[config.mk]
export PLATFORM = sky130hd
export DESIGN_NAME = uart_tx_param_flat
export DESIGN_NICKNAME = d
export VERILOG_FILES = /design/src/rtl/uart_tx_param_if.sv /design/src/rtl/uart_tx_param.sv /design/src/flat_wrapper.sv
export SDC_FILE = /design/constraint.sdc
export NUM_CORES = 1
export LEC_CHECK = 0
export CORE_MARGIN = 4
export CORE_UTILIZATION = 35
export DETAILED_ROUTE_END_ITERATION = 8
export GPL_TIMING_DRIVEN = 0
export SYNTH_ARGS = -nofsm -noshare
export SYNTH_HDL_FRONTEND = slang
export SYNTH_SLANG_ARGS = --single-unit
export TNS_END_PERCENT = 50
[constraint.sdc]
create_clock -name clk -period 1.9 [get_ports clk]
set_clock_uncertainty 0.05 [all_clocks]
set_input_delay 0.38 -clock clk [delete_from_list [all_inputs] [get_ports clk]]
set_output_delay 0.38 -clock clk [all_outputs]
set_load 0.02 [all_outputs]
[src/rtl/uart_tx_param_if.sv]
// uart_tx_param_if
//   Upstream word handshake for uart_tx_param.
//
//   Handshake: a word moves on every rising clk edge where tx_valid && tx_ready
//   are both high. Once tx_valid is raised, the producer keeps tx_valid and
//   tx_data stable until that edge. tx_ready may rise or fall independently of
//   tx_valid. While tx_ready is low, tx_valid is simply ignored.
//
//   Signals:
//     tx_data  [DATA_BITS]  payload word (producer -> transmitter)
//     tx_valid              producer has a word
//     tx_ready              transmitter can take a word this cycle
//   Modports: master = producer side, slave = transmitter side.
interface uart_tx_param_if #(
  parameter int DATA_BITS = 8
);
  logic [DATA_BITS-1:0] tx_data;
  logic                 tx_valid;
  logic                 tx_ready;

  modport master (output tx_data, output tx_valid, input tx_ready);
  modport slave  (input tx_data, input tx_valid, output tx_ready);
endinterface

[src/rtl/uart_tx_param.sv]
// uart_tx_param
//   Parametrised UART transmitter. It has an internal baud divider
//   (DIV = CLK_HZ/BAUD clocks per bit), 5..9 data bits sent LSB first,
//   optional odd or even parity, and 1 or 2 stop bits.
//
//   Optional feature: define UART_TX_FIFO_EN to add a FIFO_DEPTH-entry input
//   FIFO between the handshake and the shifter. Without it, a word is taken
//   only while IDLE and fifo_level is tied to 0.
//
//   Ports:
//     clk, rst_n   clock (rising edge), asynchronous active-low reset
//     bus          uart_tx_param_if.slave (tx_data, tx_valid, tx_ready)
//     rs232_tx     serial line, idle high, registered
//     busy         a frame is in progress (state != IDLE)
//     tx_done      one-cycle pulse in the last cycle of the final stop bit
//     fifo_level   FIFO occupancy (0 without UART_TX_FIFO_EN)
//     state_dbg    current FSM state encoding, for observation
module uart_tx_param #(
  parameter int CLK_HZ     = 50000000,
  parameter int BAUD       = 115200,
  parameter int DATA_BITS  = 8,
  parameter int PARITY     = 0,
  parameter int STOP_BITS  = 1,
  parameter int FIFO_DEPTH = 16
) (
  input  logic                        clk,
  input  logic                        rst_n,
  uart_tx_param_if.slave              bus,
  output logic                        rs232_tx,
  output logic                        busy,
  output logic                        tx_done,
  output logic [$clog2(FIFO_DEPTH):0] fifo_level,
  output logic [2:0]                  state_dbg
);

  localparam int DIV = CLK_HZ / BAUD;
  localparam int CW  = (DIV > 1) ? $clog2(DIV) : 1;
  localparam logic [CW-1:0] DIV_M1    = CW'(DIV - 1);
  localparam logic [3:0]    LAST_DATA = 4'(DATA_BITS - 1);
  localparam logic [3:0]    LAST_STOP = 4'(STOP_BITS - 1);
  // A PARITY value of 3 is treated the same as 0 (no parity).
  localparam bit PAR_EN = (PARITY == 1) || (PARITY == 2);

  typedef enum logic [2:0] {
    S_IDLE  = 3'd0,
    S_START = 3'd1,
    S_DATA  = 3'd2,
    S_PAR   = 3'd3,
    S_STOP  = 3'd4
  } state_t;

  state_t               state_q, state_d;
  logic [CW-1:0]        baud_cnt;
  logic [3:0]           bit_cnt;
  logic [DATA_BITS-1:0] shreg;
  logic                 par_q;
  logic                 line_d;
  logic                 wrap;
  logic                 ld;
  logic [DATA_BITS-1:0] ld_data;

  assign wrap      = (baud_cnt == DIV_M1);
  assign busy      = (state_q != S_IDLE);
  assign tx_done   = (state_q == S_STOP) && wrap && (bit_cnt == LAST_STOP);
  assign state_dbg = state_q;

`ifdef UART_TX_FIFO_EN
  localparam int AW = $clog2(FIFO_DEPTH);

  logic [DATA_BITS-1:0] mem [FIFO_DEPTH];
  logic [AW:0]          wr_ptr, rd_ptr, level;
  logic                 full, empty, push;

  // Pointers carry one extra bit, so their difference is the occupancy.
  assign level        = wr_ptr - rd_ptr;
  assign full         = (level == (AW+1)'(FIFO_DEPTH));
  assign empty        = (level == '0);
  assign bus.tx_ready = rst_n && !full;
  assign push         = bus.tx_valid && bus.tx_ready;
  // The shifter pops while IDLE, or in the tx_done cycle so that the next
  // start bit directly follows the stop bit.
  assign ld           = !empty && ((state_q == S_IDLE) || tx_done);
  assign ld_data      = mem[rd_ptr[AW-1:0]];
  assign fifo_level   = level;

  always_ff @(posedge clk) begin
    if (push) mem[wr_ptr[AW-1:0]] <= bus.tx_data;
  end

  always_ff @(posedge clk or negedge rst_n) begin
    if (!rst_n) begin
      wr_ptr <= '0;
      rd_ptr <= '0;
    end else begin
      if (push) wr_ptr <= wr_ptr + 1'b1;
      if (ld)   rd_ptr <= rd_ptr + 1'b1;
    end
  end
`else
  assign bus.tx_ready = rst_n && (state_q == S_IDLE);
  assign ld           = bus.tx_valid && bus.tx_ready;
  assign ld_data      = bus.tx_data;
  assign fifo_level   = '0;
`endif

  // Next-state logic. State only advances on a bit boundary (wrap),
  // except for leaving IDLE.
  always_comb begin
    state_d = state_q;
    case (state_q)
      S_IDLE:  if (ld) state_d = S_START;
      S_START: if (wrap) state_d = S_DATA;
      S_DATA:  if (wrap && (bit_cnt == LAST_DATA)) state_d = PAR_EN ? S_PAR : S_STOP;
      S_PAR:   if (wrap) state_d = S_STOP;
      S_STOP:  if (wrap && (bit_cnt == LAST_STOP)) state_d = ld ? S_START : S_IDLE;
      default: state_d = S_IDLE;
    endcase
  end

  // Line level for the current state. It is registered into rs232_tx, so the
  // line trails the state by one clock (accept at edge k -> start bit at k+1).
  always_comb begin
    line_d = 1'b1;
    case (state_q)
      S_START: line_d = 1'b0;
      S_DATA:  line_d = shreg[0];
      S_PAR:   line_d = par_q;
      default: line_d = 1'b1;
    endcase
  end

  always_ff @(posedge clk or negedge rst_n) begin
    if (!rst_n) begin
      state_q  <= S_IDLE;
      baud_cnt <= '0;
      bit_cnt  <= '0;
      shreg    <= '0;
      par_q    <= 1'b0;
      rs232_tx <= 1'b1;
    end else begin
      state_q  <= state_d;
      rs232_tx <= line_d;
      // Counter is held at 0 in IDLE, so each frame is phase-aligned to its start.
      if ((state_q == S_IDLE) || wrap) baud_cnt <= '0;
      else                             baud_cnt <= baud_cnt + 1'b1;
      // bit_cnt indexes bits within a multi-bit state (DATA, STOP).
      if (state_d != state_q) bit_cnt <= '0;
      else if (wrap)          bit_cnt <= bit_cnt + 4'd1;
      if (ld) begin
        shreg <= ld_data;
        par_q <= (PARITY == 1) ? ~^ld_data : ^ld_data;
      end else if ((state_q == S_DATA) && wrap) begin
        shreg <= shreg >> 1;
      end
    end
  end

endmodule

[src/flat_wrapper.sv]
// flat-port wrapper written by rule: the top's interface ports become plain ports
module uart_tx_param_flat 
#(
  parameter int CLK_HZ     = 50000000,
  parameter int BAUD       = 115200,
  parameter int DATA_BITS  = 8,
  parameter int PARITY     = 0,
  parameter int STOP_BITS  = 1,
  parameter int FIFO_DEPTH = 16
)
  (clk, rst_n, rs232_tx, busy, tx_done, fifo_level, state_dbg, bus_tx_data, bus_tx_valid, bus_tx_ready);
  uart_tx_param_if #(.DATA_BITS(DATA_BITS)) bus_i ();
  input  logic clk;
  input  logic rst_n;
  output logic rs232_tx;
  output logic busy;
  output logic tx_done;
  output logic [$clog2(FIFO_DEPTH):0] fifo_level;
  output logic [2:0] state_dbg;
  input wire logic [$bits(bus_i.tx_data)-1:0] bus_tx_data;
  input wire logic [$bits(bus_i.tx_valid)-1:0] bus_tx_valid;
  output wire logic [$bits(bus_i.tx_ready)-1:0] bus_tx_ready;
  assign bus_i.tx_data = bus_tx_data;
  assign bus_i.tx_valid = bus_tx_valid;
  assign bus_tx_ready = bus_i.tx_ready;
  uart_tx_param #(.CLK_HZ(CLK_HZ), .BAUD(BAUD), .DATA_BITS(DATA_BITS), .PARITY(PARITY), .STOP_BITS(STOP_BITS), .FIFO_DEPTH(FIFO_DEPTH)) u_core (.clk(clk), .rst_n(rst_n), .bus(bus_i), .rs232_tx(rs232_tx), .busy(busy), .tx_done(tx_done), .fifo_level(fifo_level), .state_dbg(state_dbg));
endmodule
==> flow_metrics.env <==
export IMPL_antenna_found_initial=0
export IMPL_clock_latency_ps=270
export IMPL_synth_main_ff_cell="dfrtp_1"
export IMPL_diodes=0
export IMPL_routed_wl_um=3050
export IMPL_finalSetupViolCount=1
export IMPL_place_congestion=0.7421
export IMPL_drive_gt1_share_pct=24.86
export IMPL_clkTransAtPathRegs_ps=90
export IMPL_grt_util_all_layers_pct=12.07
export IMPL_first_iter_violations=34
export IMPL_required_ps=1470
export IMPL_dr_pass1_iters=4
export IMPL_portBuffers=17
export IMPL_grt_max_degree=29
export IMPL_grt_pass1_vias=1123
export IMPL_yosysUniqueCellTypes=36
export IMPL_synth_async_reset_ratio_pct=100.0
export IMPL_grt_pass1_wl_um=5009
export IMPL_ys_warn_count=0
export IMPL_maxSlewViolCount=0
export IMPL_initial_core_util_pct=36.40
export IMPL_via_per_inst=4.809
export IMPL_worstSetupPathType="reg -> out"
export IMPL_synth_top_area_share_pct=42.66
export IMPL_violations="setup timing"
export IMPL_netlist_instances=151
export IMPL_core_area_um2=4029
export IMPL_synth_top_cells_by_area="dfrtp_1 43%, xnor2_1 8.4%, nor2_1 5.1%, mux2i_1 4.8%, a21oi_1 3.8%"
export IMPL_power_density_nw_per_um2=571.5
export IMPL_routedWlPerCell_um=12.98
export IMPL_cts_root_buf="clkbuf_8"
export IMPL_fin_ws_ps=-152.0
export IMPL_fp_dieW_um=72.73
export IMPL_setup_tns_ps=-152.0
export IMPL_worstMarginPinSlew_ps=599.3
export IMPL_cts_max_path_buffers=2
export IMPL_clock_sinks=26
export IMPL_min_path_type="in -> async"
export IMPL_via_count=1130
export IMPL_outcome="complete, but fails checks"
export IMPL_fp_dieH_um=72.73
export IMPL_netlist_area_um2=1466
export IMPL_synth_largest_area_cell="dfrtp_1"
export IMPL_slew_headroom_pct=60.05
export IMPL_rows=23
export IMPL_cp_max_fo=2
export IMPL_seq_area_frac_synth_pct=44.45
export IMPL_crit_path_start="u_core.bit_cnt[1]"
export IMPL_ctsHoldBuffers=0
export IMPL_drv_cap=0
export IMPL_synth_common_cells="25 x dfrtp_1, 20 x nor2_1, 14 x xnor2_1"
export IMPL_dp_hpwl_um=2150
export IMPL_startpoint_type="flip-flop"
export IMPL_synth_edf_count=0
export IMPL_route_detailed_drc=0
export IMPL_ff2ff_path_depth=6
export IMPL_ant_nets=0
export IMPL_preCtsSetupSlack_ps=-1129
export IMPL_synth_seq_cells=26
export IMPL_overflow=0
export IMPL_postSynthAreaPerCell_um2=9.711
export IMPL_crit_reg2reg_launch="u_core.bit_cnt[0]"
export IMPL_die_area_um2=5290
export IMPL_fin_crit_ps=2052
export IMPL_p_total_mw=1.092
export IMPL_finalCritPeriodShare_pct=108.0
export IMPL_max_freq_ghz=0.4873
export IMPL_seqCellArea_um2=655.6
export IMPL_pin_count=23
export IMPL_numCtsBuffers=3
export IMPL_fillers=377
export IMPL_r2r_slack_ps=120
export IMPL_peakVddDrop_v=0.0002369
export IMPL_report_final_hold_viol_count=0
export IMPL_crit_arrival_ps=1620
export IMPL_synth_most_common_cell="dfrtp_1"
export IMPL_p_leak_nw=0.8543
export IMPL_htree_levels=1
export IMPL_cts_tree="yes"
export IMPL_rsz0062_at_grt="yes"
export IMPL_end_kind="primary output"
export IMPL_area_growth_pct=30.29
export IMPL_nets=201
export IMPL_multi_input_area_um2=763.2
[layout make-up]
cell class | count | share of cell area (%)
plain buffers | 10 | 4.191
clock buffers | 3 | 2.161
clock inverters | 1 | 1.572
inverters | 10 | 1.965
multi-input cells | 108 | 39.95
flip-flops and latches | 26 | 34.32
well taps | 50 | 3.274
repair buffers | 27 | 12.57
[critical path, stage by stage (launching register included)]
cell and delay (ps):
dfrtp_1 410, inv_2 90, ha_4 130, nor3b_4 220
and3_4 220, and3_4 180, buf_6 110
[path summary, 6_finish.rpt]
check,end
worst min register to register,u_core.par_q
max in group asynchronous,u_core.state_dbg[2]
worst min-delay path,u_core.baud_cnt[4]
min in group clk,u_core.par_q
worst max register to register,u_core.bit_cnt[2]
worst max-delay path,tx_done
[state kept, by name, indices dropped and copies added (netlist names)]
name              cells
u_core.state_dbg      3
u_core.baud_cnt       9
u_core.bit_cnt        4
u_core.par_q          1
u_core.shreg          8
u_core.rs232_tx       1
[metal layers]
| metal | vias to the layer above | global-route usage, % | wire length (µm) |
|---|---|---|---|
| met5 | - | 0 | 0 |
| met4 | 0 | 3.484 | 13 |
| met3 | 2 | 2.342 | 109 |
| met2 | 16 | 20.44 | 1472 |
| met1 | 548 | 15.62 | 1454 |
| li1 | 564 | - | - |
[logic make-up (layout without fill, tap and decap cells)]
group	count (synthesis)	in the layout	synth area share, %
fa+ha+maj	4	4	3.413
buf+inv	21	51	7.850
other cells	1	5	0.2557
simple gates	50	50	18.26
compound gates	25	25	10.84
mux	7	7	4.778
flops	26	26	44.45
xor+xnor	17	17	10.15
[through the flow]
stage,utilization [%],area (µm²),hold slack (ps),cells
floorplan,-,1481,34.41,155
global placement,42.55,1714,434.9,222
detailed placement,42.55,1714,455.7,222
CTS,46.06,1856,197.9,232
global route,47.42,1911,101.0,235
finish,47.42,1911,52.81,235
[where the power goes]
| group | leakage [nW] | internal [mW] | total, mW | switching (mW) |
|---|---|---|---|---|
| Sequential | 0.277 | 0.553 | 0.553 | 0 |
| Clock | 0.0357 | 0.282 | 0.460 | 0.178 |
| Combinational | 0.541 | 0.0402 | 0.0790 | 0.0388 |
| Total | 0.854 | 0.875 | 1.09 | 0.217 |
[cells in the final DEF (no fill, tap or decap), drive strengths merged, types with 2 or more instances in the layout]
cell           Yosys  layout
dfrtp             25      25
nand3              9       9
inv               10      10
nor3b              2       2
nor3               3       3
and3               3       3
mux2i              7       7
clkdlybuf4s50      0      13
ha                 4       4
nor2              20      20
o21ai              6       6
nand2              6       6
buf               10      22
a211oi             4       4
a21oi             11      11
xnor2             14      14
conb               1       5
xor2               3       3
clkbuf             1       4
and2               2       2
[repair_timing]
item                       4_1_cts  5_1_grt
gates resized for setup         23       18
setup endpoints to repair       17       17
pin swaps                        3        4
buffers inserted                 6        4
Note: power is estimated with default switching activity, not from simulation.
